File: config.mk
export PLATFORM = sky130hd
export DESIGN_NAME = instr_mem_loader
export DESIGN_NICKNAME = d
export VERILOG_FILES = /design/src/rtl/instr_mem_loader_pkg.sv /design/src/rtl/instr_mem_loader_serializer.sv /design/src/rtl/instr_mem_loader.sv
export SDC_FILE = /design/constraint.sdc
export NUM_CORES = 1
export LEC_CHECK = 0
export CELL_PAD_IN_SITES_DETAIL_PLACEMENT = 0
export CELL_PAD_IN_SITES_GLOBAL_PLACEMENT = 2
export CORE_ASPECT_RATIO = 2
export CORE_UTILIZATION = 30
export CTS_BUF_LIST = sky130_fd_sc_hd__clkbuf_8
export DETAILED_ROUTE_END_ITERATION = 10
export PLACE_DENSITY = 0.77
export SLEW_MARGIN = 25
export SYNTH_ARGS = -nofsm -noshare
export SYNTH_HDL_FRONTEND = slang
export SYNTH_HIERARCHICAL = 1
export SYNTH_SLANG_ARGS = --single-unit
File: constraint.sdc
create_clock -name clk -period 2.1 [get_ports clk]
set_input_delay 0.63 -clock clk [delete_from_list [all_inputs] [get_ports clk]]
set_output_delay 0.63 -clock clk [all_outputs]
set_load 0.005 [all_outputs]
File: src/rtl/instr_mem_loader_pkg.sv
// Shared types and constants for the instruction memory loader.
// Optional LOADER_CHECKSUM_EN adds a running word checksum output.
package instr_mem_loader_pkg;

    typedef enum logic [1:0] {
        ST_IDLE   = 2'd0,
        ST_ACCEPT = 2'd1,
        ST_WRITE  = 2'd2,
        ST_DONE   = 2'd3
    } state_e;

    localparam int BYTES_PER_WORD      = 4;
    localparam int DEFAULT_DEPTH_BYTES = 48;
    localparam int BYTE_IDX_W          = 2;

    // Big-endian lane select: index 0 is the most significant byte.
    function automatic logic [7:0] be_byte(
        input logic [31:0]           w,
        input logic [BYTE_IDX_W-1:0] idx
    );
        logic [7:0] b;
        b = 8'h00;
        unique case (idx)
            2'd0: b = w[31:24];
            2'd1: b = w[23:16];
            2'd2: b = w[15:8];
            2'd3: b = w[7:0];
            default: b = 8'h00;
        endcase
        return b;
    endfunction

endpackage

File: src/rtl/instr_mem_loader_serializer.sv
// Word-to-byte serializer: holds the accepted word and walks its bytes
// most significant first, one per cycle while stepping.
module word_byte_serializer
    import instr_mem_loader_pkg::*;
(
    input  logic                  clk,
    input  logic                  rst,
    input  logic                  load_i,
    input  logic                  step_i,
    input  logic [31:0]           word_i,
    output logic [BYTE_IDX_W-1:0] idx_o,
    output logic [7:0]            byte_o,
    output logic                  last_byte_o
);

    logic [31:0]           word_q, word_d;
    logic [BYTE_IDX_W-1:0] idx_q, idx_d;

    always_comb begin
        word_d = word_q;
        idx_d  = idx_q;
        if (load_i) begin
            word_d = word_i;
            idx_d  = '0;
        end else if (step_i) begin
            idx_d = idx_q + BYTE_IDX_W'(1);
        end
    end

    always_ff @(posedge clk or posedge rst) begin
        if (rst) begin
            word_q <= '0;
            idx_q  <= '0;
        end else begin
            word_q <= word_d;
            idx_q  <= idx_d;
        end
    end

    assign idx_o       = idx_q;
    assign byte_o      = be_byte(word_q, idx_q);
    assign last_byte_o = (idx_q == BYTE_IDX_W'(BYTES_PER_WORD - 1));

endmodule

File: src/rtl/instr_mem_loader.sv
// Streams 32-bit words into a byte-wide instruction memory, big-endian.
// Define LOADER_CHECKSUM_EN to add a modulo-2^32 checksum of loaded words.
module instr_mem_loader
    import instr_mem_loader_pkg::*;
#(
    parameter int DEPTH_BYTES = DEFAULT_DEPTH_BYTES,
    parameter int ADDR_W      = 32
) (
    input  logic              clk,
    input  logic              rst,
    input  logic              load_start,
    input  logic              word_valid,
    input  logic [31:0]       word_data,
    input  logic              word_last,
    output logic              word_ready,
    output logic              mem_we,
    output logic [ADDR_W-1:0] mem_addr,
    output logic [7:0]        mem_wdata,
    output logic              busy,
    output logic              done,
`ifdef LOADER_CHECKSUM_EN
    output logic [31:0]       checksum,
`endif
    output logic [ADDR_W-1:0] word_count
);

    state_e              state_q, state_d;
    logic [ADDR_W-1:0]   addr_q, addr_d;
    logic [ADDR_W-1:0]   count_q, count_d;
    logic                last_q, last_d;

    logic                in_idle_done;
    logic                in_accept;
    logic                in_write;
    logic                start;
    logic                xfer;
    logic [BYTE_IDX_W-1:0] idx;
    logic [7:0]          ser_byte;
    logic                last_byte;
    logic [ADDR_W-1:0]   byte_addr;
    logic                at_cap;

    assign in_idle_done = (state_q == ST_IDLE) || (state_q == ST_DONE);
    assign in_accept    = (state_q == ST_ACCEPT);
    assign in_write     = (state_q == ST_WRITE);
    assign start        = in_idle_done && load_start;
    assign xfer         = in_accept && word_valid;

    word_byte_serializer u_ser (
        .clk         (clk),
        .rst         (rst),
        .load_i      (xfer),
        .step_i      (in_write),
        .word_i      (word_data),
        .idx_o       (idx),
        .byte_o      (ser_byte),
        .last_byte_o (last_byte)
    );

    assign byte_addr = addr_q + ADDR_W'(idx);
    // The final byte of memory ends the session even without word_last.
    assign at_cap    = (byte_addr == ADDR_W'(DEPTH_BYTES - 1));

    always_comb begin
        state_d = state_q;
        addr_d  = addr_q;
        count_d = count_q;
        last_d  = last_q;
        unique case (state_q)
            ST_IDLE, ST_DONE: begin
                if (load_start) begin
                    state_d = ST_ACCEPT;
                    addr_d  = '0;
                    count_d = '0;
                    last_d  = 1'b0;
                end
            end
            ST_ACCEPT: begin
                if (word_valid) begin
                    last_d  = word_last;
                    state_d = ST_WRITE;
                end
            end
            ST_WRITE: begin
                if (last_byte) begin
                    count_d = count_q + ADDR_W'(1);
                    addr_d  = addr_q + ADDR_W'(BYTES_PER_WORD);
                    state_d = (last_q || at_cap) ? ST_DONE : ST_ACCEPT;
                end
            end
            default: state_d = ST_IDLE;
        endcase
    end

    always_ff @(posedge clk or posedge rst) begin
        if (rst) begin
            state_q <= ST_IDLE;
            addr_q  <= '0;
            count_q <= '0;
            last_q  <= 1'b0;
        end else begin
            state_q <= state_d;
            addr_q  <= addr_d;
            count_q <= count_d;
            last_q  <= last_d;
        end
    end

`ifdef LOADER_CHECKSUM_EN
    logic [31:0] sum_q, sum_d;

    always_comb begin
        sum_d = sum_q;
        if (start) begin
            sum_d = '0;
        end else if (xfer) begin
            sum_d = sum_q + word_data;
        end
    end

    always_ff @(posedge clk or posedge rst) begin
        if (rst) begin
            sum_q <= '0;
        end else begin
            sum_q <= sum_d;
        end
    end

    assign checksum = sum_q;
`endif

    assign word_ready = in_accept;
    assign mem_we     = in_write;
    assign mem_addr   = in_write ? byte_addr : '0;
    assign mem_wdata  = in_write ? ser_byte : 8'h00;
    assign busy       = in_accept || in_write;
    assign done       = (state_q == ST_DONE);
    assign word_count = count_q;

endmodule

==> flow_metrics.py, run 1 <==
metrics = {
    "status": {
        "status": "finished, violations left",
        "violations": "negative setup slack",
    },
    "worst_hold_path": {
        "worstHoldPathType": "reg -> reg",
        "hold_depth": 1,
        "hp-start": "u_ser/word_q[0]$_DFFE_PP0P_",
        "hold_end": "u_ser/word_q[0]$_DFFE_PP0P_",
    },
    "global_route": {
        "grt_pass1_wl_mm": 31.3,
        "grt_pass1_vias": 5771,
        "overflow": 0,
        "use_met3_pct": 4.34,
        "grt_antenna_before_repair": 0,
        "grt_max_degree": 59,
        "use_met1_pct": 20.8,
        "grt_usage_pct": 20.8,
        "gr-usage-met2_pct": 39.8,
        "busiest_layer": "met2",
    },
    "floorplanning": {
        "die_y_um": 198,
        "die_area_um2": 19800,
        "rows": 71,
        "die_w_um": 100,
        "num_io_pins": 113,
        "core_area_um2": 18800,
        "initial_core_util_pct": 30.6,
    },
    "synth": {
        "yosysWarnings": 6,
        "synth_top_family_by_area": "simple AND/OR/NAND/NOR gates",
        "synthSimpleGateAreaFrac_pct": 26.0,
        "synth_cell_types": 42,
        "synth_compound_area_share_pct": 8.38,
        "syn_inst": 582,
        "synth_area_per_cell_um2": 9.90,
        "syn-num-nets": 629,
        "syn-cell-area_um2": 5760,
        "synthMuxAreaShare_pct": 13.1,
        "synth_xor_area_share_pct": 1.67,
        "ys_seq_area_share_pct": 43.0,
        "ys_seq_elements": 99,
        "synthAdderAreaFrac_pct": 2.17,
    },
    "power": {
        "vdd_ir_drop_max_mv": 0.539,
        "powerDensity_nw_per_um2": 881,
        "p_leak_nw": 4.41,
    },
    "route": {
        "drc": 0,
        "first_pass_iters": 5,
        "drt_iter0_drc": 254,
        "vias": 5443,
        "drtAntennaViolNets": 0,
        "viasPerCell": 5.10,
        "wl_per_cell_um": 19.4,
        "routed_wl_mm": 20.7,
    },
    "final_layout": {
        "stdcell_count": 1067,
        "nNetsFinal": 854,
        "stdcell_area_um2": 9800,
        "final_layout_size_suffix_gt1_share_pct": 47.2,
        "synthToLayoutAreaGrowth_pct": 70.1,
        "antenna_cells": 0,
    },
    "job": {
        "maxCapViolations": 0,
    },
    "sta": {
        "report.final.setup_viol": 85,
        "setup_ws_ps": -678,
        "rsz0062_at_grt": "true",
        "worst_pin_slew_ps": 851,
        "finalHoldViolCount": 0,
        "fin_skew_ps": 19.0,
        "tns_ps": -16950,
        "min_period_ps": 2780,
        "post-route-period-util_pct": 132,
        "slew_headroom_pct": 43.1,
        "maxSlewViolCount": 0,
        "hold_slack_ps": 516,
        "max_freq_ghz": 0.360,
    },
    "setup_path": {
        "r2r-start": "state_q[1]$_DFFE_PP0P_",
        "r2r_end": "addr_q[18]$_DFFE_PP0P_",
        "cpMaxStageDelayCell": "a222oi_1",
        "cp_cell_sequence": "inv_2 -> ha_4 -> buf_6 -> a222oi_1 -> mux2i_1 -> and2_1 -> buf_2",
        "regToRegSetupSlack_ps": -250,
        "critPathKind": "reg -> out",
        "rr_worst_depth": 14,
        "cp.required_ps": 1470,
        "cp_max_fo": 6,
        "start_kind": "flop",
        "worstPathArrival_ps": 2150,
        "crit_cells": 7,
        "cp_num_buf_inv": 3,
        "cpLargestDelayFamily": "compound AO/OA/AOI/OAI gates",
        "crit_start": "u_ser/idx_o[0]$_DFFE_PP0P_",
        "slowest_delay_ps": 550,
        "end_kind": "primary output",
    },
    "clock_tree": {
        "clk_latency_ps": 400,
        "root_buffer": "clkbuf_8",
        "h-tree-depth": 3,
        "clockBufferDepth": 2,
        "clk_pin_slew_ps": 90,
        "cts_tree": "done",
        "cts_num_sinks": 99,
        "numCtsBuffers": 9,
    },
    "placement": {
        "portBuffers": 112,
        "dp.cells": 967,
        "dp_hpwl_mm": 12.7,
        "gp_congestion": 0.859,
        "placed_cell_area_um2": 7510,
    },
}
[synthesized netlist by cell type (all sizes together)]
library cell	instances	area [um2]
dfrtp	99	2480
nand2	53	199
and2	43	269
mux2i	38	380
nor4	32	200
nand2b	28	175
mux2	26	375
clkbuf	25	95.1
inv	25	93.8
nand3	25	125
a21oi	19	95.1
o21ai	19	95.1
nand4	16	100
buf	15	139
nor2	14	52.6
and4	12	105
or4	12	90.1
o31ai	11	82.6
ha	10	125
or3	9	61.3
a222oi	8	80.1
a22o	8	70.1
xnor2	7	61.3
nor3	4	20.0
nor4b	4	35.0
xor2	4	35.0
and3	3	18.8
nor2b	3	18.8
a21o	2	15.0
o41ai	2	17.5
a41oi	1	8.76
nor3b	1	7.51
nor4bb	1	10.0
o221ai	1	8.76
o311a	1	10.0
or3b	1	8.76
[layout make-up]
type,count,area (um2)
tap,255,319
timing repair buffer,254,2760
clock inverter,6,57.6
sequential,99,2490
inverter,25,100
fill,1704,9030
clock buffer,10,138
multi-input combinational,418,3940
[worst max-delay path by stage]
stage	slack (ps)	endpoint
6_report	-680	mem_wdata[4]
5_1_grt	-730	mem_wdata[4]
4_1_cts	-670	mem_wdata[4]
3_5_place_dp	-700	mem_wdata[5]
3_3_place_gp	-620	mem_wdata[2]
2_1_floorplan	-60	addr_q[17]$_DFFE_PP0P_
[state kept, by name, indices dropped and copies added (netlist names)]
register,count
addr_q,30
last_q,1
state_q,2
u_ser/idx_o,2
u_ser/word_q,32
word_count,32
[per-layer routing]
metal | routed length, um | up-vias
met5 | 0 | -
met3 | 933 | 34
met2 | 11700 | 136
li1 | - | 2543
met1 | 7350 | 2730
met4 | 745 | 0
[where the power goes]
| part | internal, mW | switching [mW] | total (mW) |
|---|---|---|---|
| clock network | 0.574 | 0.710 | 1.28 |
| logic | 2.66 | 2.19 | 4.85 |
| registers | 2.27 | 0.232 | 2.50 |
| total | 5.50 | 3.13 | 8.63 |
[cell families after synthesis]
| logic type | count (synthesis) |
|---|---|
| AO/OA/AOI/OAI | 72 |
| XOR/XNOR | 11 |
| adder cells (fa/ha/maj) | 10 |
| buffers and inverters | 65 |
| flip-flops | 99 |
| multiplexers | 64 |
| AND/OR/NAND/NOR | 261 |
[worst reg2reg max path, stage by stage (launching register included)]
cell	delay (ps)
dfrtp_1	420
ha_4	210
buf_6	130
buf_6	100
buf_6	110
buf_6	110
mux2_4	290
buf_6	130
buf_6	110
nand2b_4	110
buf_12	130
buf_12	110
buf_16	150
nand2_2	60
mux2i_1	120
[metrics by stage]
step / total power [mW] / setup slack, ps / utilization, %
global route: 9.06 / -732 / 52.0
finish: 8.63 / -678 / 52.0
CTS: 8.48 / -671 / 48.9
detailed placement: 5.33 / -704 / 39.9
floorplan: 4.29 / -57.5 / -
global placement: 5.26 / -618 / 39.9
[layout by cell type, fill, tap and decap left out, drive strengths merged, types with 4 or more instances in the layout]
| cell type | count |
|---|---|
| mux2 | 26 |
| o31ai | 11 |
| o21ai | 19 |
| and2 | 43 |
| nor4 | 32 |
| nand2 | 53 |
| clkbuf | 11 |
| nand3 | 25 |
| inv | 26 |
| xnor2 | 7 |
| ha | 10 |
| a21oi | 19 |
| nand4 | 16 |
| and4 | 12 |
| clkdlybuf4s50 | 66 |
| mux2i | 38 |
| buf | 185 |
| nor4b | 4 |
| nor3 | 4 |
| or4 | 12 |
| xor2 | 4 |
| or3 | 9 |
| dfrtp | 99 |
| nand2b | 28 |
| nor2 | 14 |
| a22o | 8 |
| a222oi | 8 |
[repair_timing]
item,4_1_cts,5_1_grt
hold buffers,0,0
endpoints found under the setup margin,98,103
endpoints found under the hold margin,0,0
pin swaps,72,41
buffers inserted,69,23
gates cloned,12,1
gates resized for setup,368,138
Note: power is estimated with default switching activity, not from simulation.
==> run 2, diff against run 1 <==
--- a/config.mk
+++ b/config.mk
@@ -5,6 +5,7 @@
 export SDC_FILE = /design/constraint.sdc
 export NUM_CORES = 1
 export LEC_CHECK = 0
+export CAP_MARGIN = 20
 export CELL_PAD_IN_SITES_DETAIL_PLACEMENT = 0
 export CELL_PAD_IN_SITES_GLOBAL_PLACEMENT = 2
 export CORE_ASPECT_RATIO = 2
==> results of run 2 <==
No change in the layout: final DEF, timing and power equal those of run 1.
